### src/rtl/ir_presence_filter.sv
// ir_presence_filter
//   Conditions the raw IR receiver pin for the relay stage of the touchless
//   tap: two-flop synchroniser, separate on/off debounce windows, a clean
//   registered presence level, and a maximum-dispense timeout. The timeout
//   holds a lockout until the hand has been clear for a full off window.
//
// Ports
//   clk            system clock (single domain)
//   reset          synchronous, active-high reset
//   ir_pin         raw IR receiver output, asynchronous to clk
//   presence       debounced hand-present level (ACTIVE or CONFIRM_OFF)
//   lockout        high while in timeout lockout
//   timeout_pulse  one-cycle strobe on the first cycle of lockout
module ir_presence_filter #(
  parameter int IR_ACTIVE_LOW = 1,
  parameter int ON_CYCLES     = 1000,
  parameter int OFF_CYCLES    = 5000,
  parameter int MAX_ON_CYCLES = 10000000,
  parameter int CNT_W         = 24
) (
  input  logic clk,
  input  logic reset,
  input  logic ir_pin,
  output logic presence,
  output logic lockout,
  output logic timeout_pulse
);

  typedef enum logic [2:0] {
    ST_IDLE        = 3'd0,
    ST_CONFIRM_ON  = 3'd1,
    ST_ACTIVE      = 3'd2,
    ST_CONFIRM_OFF = 3'd3,
    ST_LOCKOUT     = 3'd4
  } state_t;

  // Level the pin rests at when nothing is detected; the synchroniser is
  // reset to it so det comes out of reset low.
  localparam logic IDLE_LVL = (IR_ACTIVE_LOW != 0) ? 1'b1 : 1'b0;

  localparam logic [CNT_W-1:0] ONE      = CNT_W'(1);
  localparam logic [CNT_W-1:0] ON_LAST  = CNT_W'(ON_CYCLES - 1);
  localparam logic [CNT_W-1:0] OFF_LAST = CNT_W'(OFF_CYCLES - 1);
  localparam logic [CNT_W-1:0] MAX_LAST = CNT_W'(MAX_ON_CYCLES - 1);

  logic             s0_q, s1_q;
  logic             det;
  state_t           state_q, state_d;
  logic [CNT_W-1:0] dbc_q, dbc_d;
  logic [CNT_W-1:0] run_q, run_d;
  logic             pulse_q, pulse_d;

  // ---- synchroniser ----
  always_ff @(posedge clk) begin
    if (reset) begin
      s0_q <= IDLE_LVL;
      s1_q <= IDLE_LVL;
    end else begin
      s0_q <= ir_pin;
      s1_q <= s0_q;
    end
  end

  assign det = (IR_ACTIVE_LOW != 0) ? ~s1_q : s1_q;

  // ---- debounce / dispense-time FSM ----
  always_comb begin
    state_d = state_q;
    dbc_d   = dbc_q;
    run_d   = run_q;
    case (state_q)
      ST_IDLE: begin
        if (det) begin
          state_d = ST_CONFIRM_ON;
          dbc_d   = ONE;
        end
      end
      ST_CONFIRM_ON: begin
        if (!det) begin
          state_d = ST_IDLE;
          dbc_d   = '0;
        end else if (dbc_q == ON_LAST) begin
          state_d = ST_ACTIVE;
          run_d   = '0;
          dbc_d   = '0;
        end else begin
          dbc_d = dbc_q + ONE;
        end
      end
      ST_ACTIVE: begin
        // Timeout wins over any release seen on the same edge.
        if (run_q == MAX_LAST) begin
          state_d = ST_LOCKOUT;
          dbc_d   = '0;
        end else begin
          run_d = run_q + ONE;
          if (!det) begin
            state_d = ST_CONFIRM_OFF;
            dbc_d   = ONE;
          end
        end
      end
      ST_CONFIRM_OFF: begin
        if (run_q == MAX_LAST) begin
          state_d = ST_LOCKOUT;
          dbc_d   = '0;
        end else if (det) begin
          // A short gap does not restart the dispense timer.
          state_d = ST_ACTIVE;
          dbc_d   = '0;
          run_d   = run_q + ONE;
        end else if (dbc_q == OFF_LAST) begin
          state_d = ST_IDLE;
          dbc_d   = '0;
          run_d   = '0;
        end else begin
          dbc_d = dbc_q + ONE;
          run_d = run_q + ONE;
        end
      end
      ST_LOCKOUT: begin
        // Only a full clear window re-arms; a held hand keeps restarting it.
        if (det) begin
          dbc_d = '0;
        end else if (dbc_q == OFF_LAST) begin
          state_d = ST_IDLE;
          dbc_d   = '0;
          run_d   = '0;
        end else begin
          dbc_d = dbc_q + ONE;
        end
      end
      default: begin
        state_d = ST_IDLE;
        dbc_d   = '0;
        run_d   = '0;
      end
    endcase
  end

  assign pulse_d = (state_d == ST_LOCKOUT) && (state_q != ST_LOCKOUT);

  always_ff @(posedge clk) begin
    if (reset) begin
      state_q <= ST_IDLE;
      dbc_q   <= '0;
      run_q   <= '0;
      pulse_q <= 1'b0;
    end else begin
      state_q <= state_d;
      dbc_q   <= dbc_d;
      run_q   <= run_d;
      pulse_q <= pulse_d;
    end
  end

  // ---- outputs: decodes of registered state only ----
  assign presence      = (state_q == ST_ACTIVE) || (state_q == ST_CONFIRM_OFF);
  assign lockout       = (state_q == ST_LOCKOUT);
  assign timeout_pulse = pulse_q;

endmodule

### config.mk
export PLATFORM = sky130hd
export DESIGN_NAME = ir_presence_filter
export DESIGN_NICKNAME = d
export VERILOG_FILES = /design/src/rtl/ir_presence_filter.sv
export SDC_FILE = /design/constraint.sdc
export NUM_CORES = 1
export LEC_CHECK = 0
export ABC_CLOCK_PERIOD_IN_PS = 2180
export BUFFER_PORTS_ARGS = -buffer_cell sky130_fd_sc_hd__buf_2
export CORE_MARGIN = 2
export CORE_UTILIZATION = 34
export DETAILED_ROUTE_END_ITERATION = 8
export PLACE_DENSITY = 0.56
export SYNTH_ARGS = -nofsm -noshare
export SYNTH_HDL_FRONTEND = slang
export SYNTH_SLANG_ARGS = --single-unit
### constraint.sdc
create_clock -name clk -period 2.18 [get_ports clk]
set_clock_uncertainty 0.05 [all_clocks]
set_input_delay 0.436 -clock clk [delete_from_list [all_inputs] [get_ports clk]]
set_output_delay 0.436 -clock clk [all_outputs]
set_load 0.02 [all_outputs]
After elaboration in Yosys (flattened, before gate mapping)
Cells that the tools add are included.
- bitwise operators: 1
- shift operators: 0
- divide/modulo/power cells: 0
- multiply operators: 0
- equality and inequality tests: 17
- magnitude comparators: 0
- reduce and logical (&&, ||, !) cells: 5
- add/subtract/negate cells: 2
- mux-type cells: 28
- operators with widths (cell ; number):
    2-to-1 mux 24 bit ; 16
    case mux 24 bit (5 select lines) ; 2
    adder 24 x 1 -> 24 bit (second input constant) ; 2
    2-to-1 mux 3 bit ; 9
    equality test 24 x 10 -> 1 bit (second input constant) ; 1
    equality test 24 x 13 -> 1 bit (second input constant) ; 1
    equality test 24 bit (second input constant) ; 1
    case mux 3 bit (5 select lines) ; 1
    != test 2 bit (second input constant) ; 5
    AND reduction 7 bit ; 1
    equality test 3 x 2 -> 1 bit (second input constant) ; 2
    equality test 3 bit (second input constant) ; 2
    != test 3 bit (second input constant) ; 2
    != test 2 x 1 -> 1 bit (second input constant) ; 2
    equality test 3 x 1 -> 1 bit (second input constant) ; 1
    zero test 3 bit ; 1
    AND reduction 2 bit ; 1
    logical AND 1 bit ; 1
    logical OR 1 bit ; 1
    inverter 1 bit ; 1
- memories kept: 0
- output and inout bits: 3
- latch bits: 0
- word-level logic and storage cells: 59
- RAM bits: 0
- input port bits: 3
- memory bits (read-only): 0
- register bits: 54

Longest topological paths before layout
- depth in word-level cells: 7
- depth in mapped cells: 9
- gate-level depth less buffers: 7

Worst setup path before layout
OpenSTA, ideal clock, no wires.
- path kind: register to register
- from: register dbc_q[0]
- to: register run_q[18]
- library setup time: 0.070 ns
- period minus slack after synthesis: 2.226 ns
- stages on the path, launching flop included: 9
- required time: 2.060 ns
- setup slack: -0.046 ns
- data arrival time: 2.106 ns
- path buffers: 1
- path through: dfxtp_1 ha_1 nor4b_1 and2_1 a31oi_1 a21o_1 buf_6 or4_1 a21oi_1
- longest elaborated chain between the ends: 5
- elaborated cells between the ends (all ways): 9
- classes of those cells: eq/ne: 4; mux: 4; reduce/logical: 1
- ends and longest elaborated chain (element ; line ; RTL):
    from (decl) ; 49 ; logic [CNT_W-1:0] dbc_q, dbc_d;
    from (signal assigned) ; 146 ; dbc_q <= '0;
    from (signal assigned) ; 151 ; dbc_q <= dbc_d;
    equality test 24 x 13 -> 1 bit ; 112, 125 ;
    2-to-1 mux 24 bit ; 112 ; end else if (dbc_q == OFF_LAST) begin
    2-to-1 mux 24 bit ; 107 ; end else if (det) begin
    2-to-1 mux 24 bit ; 104 ; if (run_q == MAX_LAST) begin
    case mux 24 bit (5 select lines) ; 71 ; case (state_q)
    to (signal assigned) ; 152 ; run_q <= run_d;
    to (decl) ; 50 ; logic [CNT_W-1:0] run_q, run_d;
Parallel ways exist; a longest one is shown, timed or not. The select of a mux whose other input is x is not followed.
A chain may end at the register's enable or synchronous reset.

Worst setup path in the final report
- from: register run_q[22]
- to: register dbc_q[15]
- longest elaborated chain between the ends: 3
- elaborated cells between the ends (all ways): 6
- classes of those cells: eq/ne: 2; mux: 3; reduce/logical: 1
- ends and longest elaborated chain (element ; line):
    equality test 24 bit * ; 92, 104
    2-to-1 mux 24 bit (tied with other cells) ; 104
    case mux 24 bit (5 select lines) / AND reduction 2 bit (equally long branches) ; -
Every way passes the cells marked *; elsewhere a longest branch is shown, timed or not.

==> results.md <==
* Unrepaired setup endpoints after global routing: true
* Worst hold path type: primary input to register
* ANT cells at 0
* Clock Path Buffers at 2
* Final wirelength at 9.20 mm
* Final worst slack at -121 ps
* CP arrival at 2460 ps
* Hpwl dp at between 6 and 7 mm
* Routed Antenna Nets at 0
* Commonest non-fill, non-tap cell in the layout: buf_4
* Net Count, Synth at 378
* Root buffer cell: clkbuf_8
* CP max-delay cell: or4b_4
* Via-per-instance ratio at 5.65
* Remaining global-route overflow at 0
* Total CTS buffers at 5
* H-tree Lvls at 2
* Crit-path cells: or4b_4, buf_4, nor4_4, a221oi_4, buf_12, nor4_4, xnor2_1, a21oi_1
* Vias at 3,258
* Fin area at roughly 4700 um2
* Post-layout min period at 2300 ps
* # nets final at approximately 470
* Crit. End Element: register
* Max_slew headroom at 0.717
* Max VDD drop at 0.229 mV
* Seq/Total Area, Yosys at 0.338
* Synth async-reset ratio at 0
* Core box area at 9200 um2
* Post-CTS Hold Buffers at 0
* Die Wd at approximately 100 um
* Clk pin slew, worst setup/hold paths at 100 ps
* Yosys warning count at 0
* DRC Markers at 0
* CP Class: register to register
* Synth Flop Type: dfxtp_1
* CTS tree: built
* CP max stage delay at 560 ps
* Max Fclk at around 430 MHz
* Post-synthesis average cell area at 8.57 um2
* Wire length per cell at ~16 um
* Clock network power share at 0.330
* Critical Path RT at around 2300 ps
* Pre-antenna DRT Iters at 4
* PD cells at between 300 and 400 nW/um2
* Post-Syn Instances at 373
* #FFs+latches synth at 54
* Share of cells above drive strength 1 at 0.455
* Area growth, synth to finish at 46.9%
* Die Y at ~100 um
* Clock sink total at 54
* Leakage at ~1.9 nW
* Vias in the first global route at 3,057
* Clk_lat worst skew at 300 ps
* Most frequent cells in the layout: 83 x buf_4, 46 x dfxtp_1, 28 x a21oi_1, 22 x nand2_1, 18 x nand3_1
* Endpoints failing setup at 44
* All-layer global routing usage at 0.177
* Port bufs at 5
* Die ar. at just over 10,000 um2
* Startpoint type of the worst setup path: register
* FP Rows at 35
* Final core utilization at 0.511
* Reg2Reg Setup Slack at -120 ps
* Synth unique cells at 57
* Non-Filler Instances at just under 600
* Hold Fails Final Rpt at 0
* Period utilisation layout at 1.06
* Seq pwr share at 0.595
* Mapped cell area at between 3000 and 4000 um2
* RePlAce Congestion at 0.829
* Inst Count DP at 556
* Sw frac at 0.243
* Failing checks: negative setup slack
* I/O Pins at 6
* DR iter-0 viols at 180
* Slew @ Worst Pin at 424 ps
* Power Internal at 1.26 mW
* Total net switching power at a little over 0.4 mW
* Maximum fanout along the worst path at 5
* Worst path most repeated cell: nor4_4
* Final Max Tran Viols at 0
* Comb pwr share at 0.075
* Initial antenna violation count at 0
* First-pass GRT wire length at about 15 mm
* EDFF count, synth at 0
* Maxcap violations at 0
* Pin count of the biggest net entering global routing at 20
* Status: complete, but fails checks
* Placed cell area at 3960 um2
* Initial cell density of the core at 0.348
* Pwr Total at 1.67 mW
* Post-Place Worst Slack at -282 ps
[worst max-delay path, delay by kind of cell, from the launching register on]
kind                   cells  cell delay, ps
buffers and inverters      2             340
flip-flops                 1             330
AO/OA/AOI/OAI              2             210
XOR/XNOR                   1             140
AND/OR/NAND/NOR            3            1120
[metal layers]
| layer | GRT usage | wire [um] | vias up |
|---|---|---|---|
| li1 | - | - | 1585 |
| met5 | 0 | 0 | - |
| met1 | 0.253 | 4310 | 1581 |
| met3 | 0.0284 | 459 | 13 |
| met2 | 0.278 | 4290 | 79 |
| met4 | 0.0457 | 138 | 0 |
[synthesized netlist by cell type (5+ instances only)]
library cell / number / area [um2]
nor4b_1: 5 / 43.8
inv_1: 5 / 18.8
a21o_1: 9 / 67.6
a21oi_2: 5 / 43.8
dfxtp_1: 54 / 1080
nand3_1: 18 / 90.1
or4_1: 8 / 60.1
o21ai_1: 15 / 75.1
o31ai_1: 6 / 45.0
a21oi_1: 40 / 200
or3_1: 14 / 87.6
nor2_1: 16 / 60.1
o21ai_0: 8 / 40.0
xnor2_1: 16 / 140
nand2_1: 24 / 90.1
nor2b_1: 6 / 37.5
nand4_1: 10 / 62.6
clkbuf_1: 8 / 30.0
nand2b_1: 8 / 50.1
and3_1: 17 / 106
nor3_2: 7 / 70.1
[path summary, 6_finish.rpt]
check / to / cells after the start / start
hold / removal: s0_q / 2 / ir_pin
setup reg to reg: dbc_q[15] / 8 / run_q[22]
setup / recovery: dbc_q[15] / 8 / run_q[22]
hold reg to reg: s1_q / 1 / s0_q
[power by group through the flow]
stage	clock [mW]	combinational [mW]	sequential, mW
floorplan	0	0.0506	1.01
global placement	0	0.0841	1.02
detailed placement	0	0.0836	1.02
CTS	0.565	0.0905	0.991
global route	0.599	0.131	0.993
finish	0.550	0.124	0.992
[final cells by class]
cell class,count,area [um2]
clock buffer,5,68.8
clock inverter,2,10.0
fill,856,4500
inverter,5,18.8
multi-input combinational,295,2420
sequential,54,1090
tap,111,139
timing repair buffer,105,945
[state kept, by name (all words and copies together), names as in the netlist]
| name | cells |
|---|---|
| timeout_pulse | 1 |
| s1_q | 1 |
| s0_q | 1 |
| dbc_q | 24 |
| state_q | 3 |
| run_q | 24 |
[repair_timing]
item / 4_1_cts / 5_1_grt
resized for setup: 41 / 63
buffers inserted: 5 / 5
pin swaps: 14 / 82
cloned: 1 / 3
setup endpoints to repair: 48 / 49
[metrics by stage]
| step | hold WS [ps] | setup TNS, ps |
|---|---|---|
| 6_report | 263 | -2430 |
| 2_1_floorplan | 339 | 0 |
| 3_5_place_dp | 342 | -5290 |
| 5_1_grt | 267 | -5720 |
| 4_1_cts | 263 | -2840 |
| 3_3_place_gp | 344 | -4180 |
[cells by family (layout without fill, tap and decap cells)]
family | Yosys count | after routing | synth area share
xor gates and xnor gates | 17 | 17 | 0.0466
and+or+nand+nor | 175 | 175 | 0.361
adders and majority gates | 2 | 2 | 0.00783
DFF | 54 | 54 | 0.338
AOI/OAI and AO/OA | 100 | 100 | 0.200
buffers and inverters | 24 | 117 | 0.0423
muxes | 1 | 1 | 0.00352
Note: power is estimated with default switching activity, not from simulation.
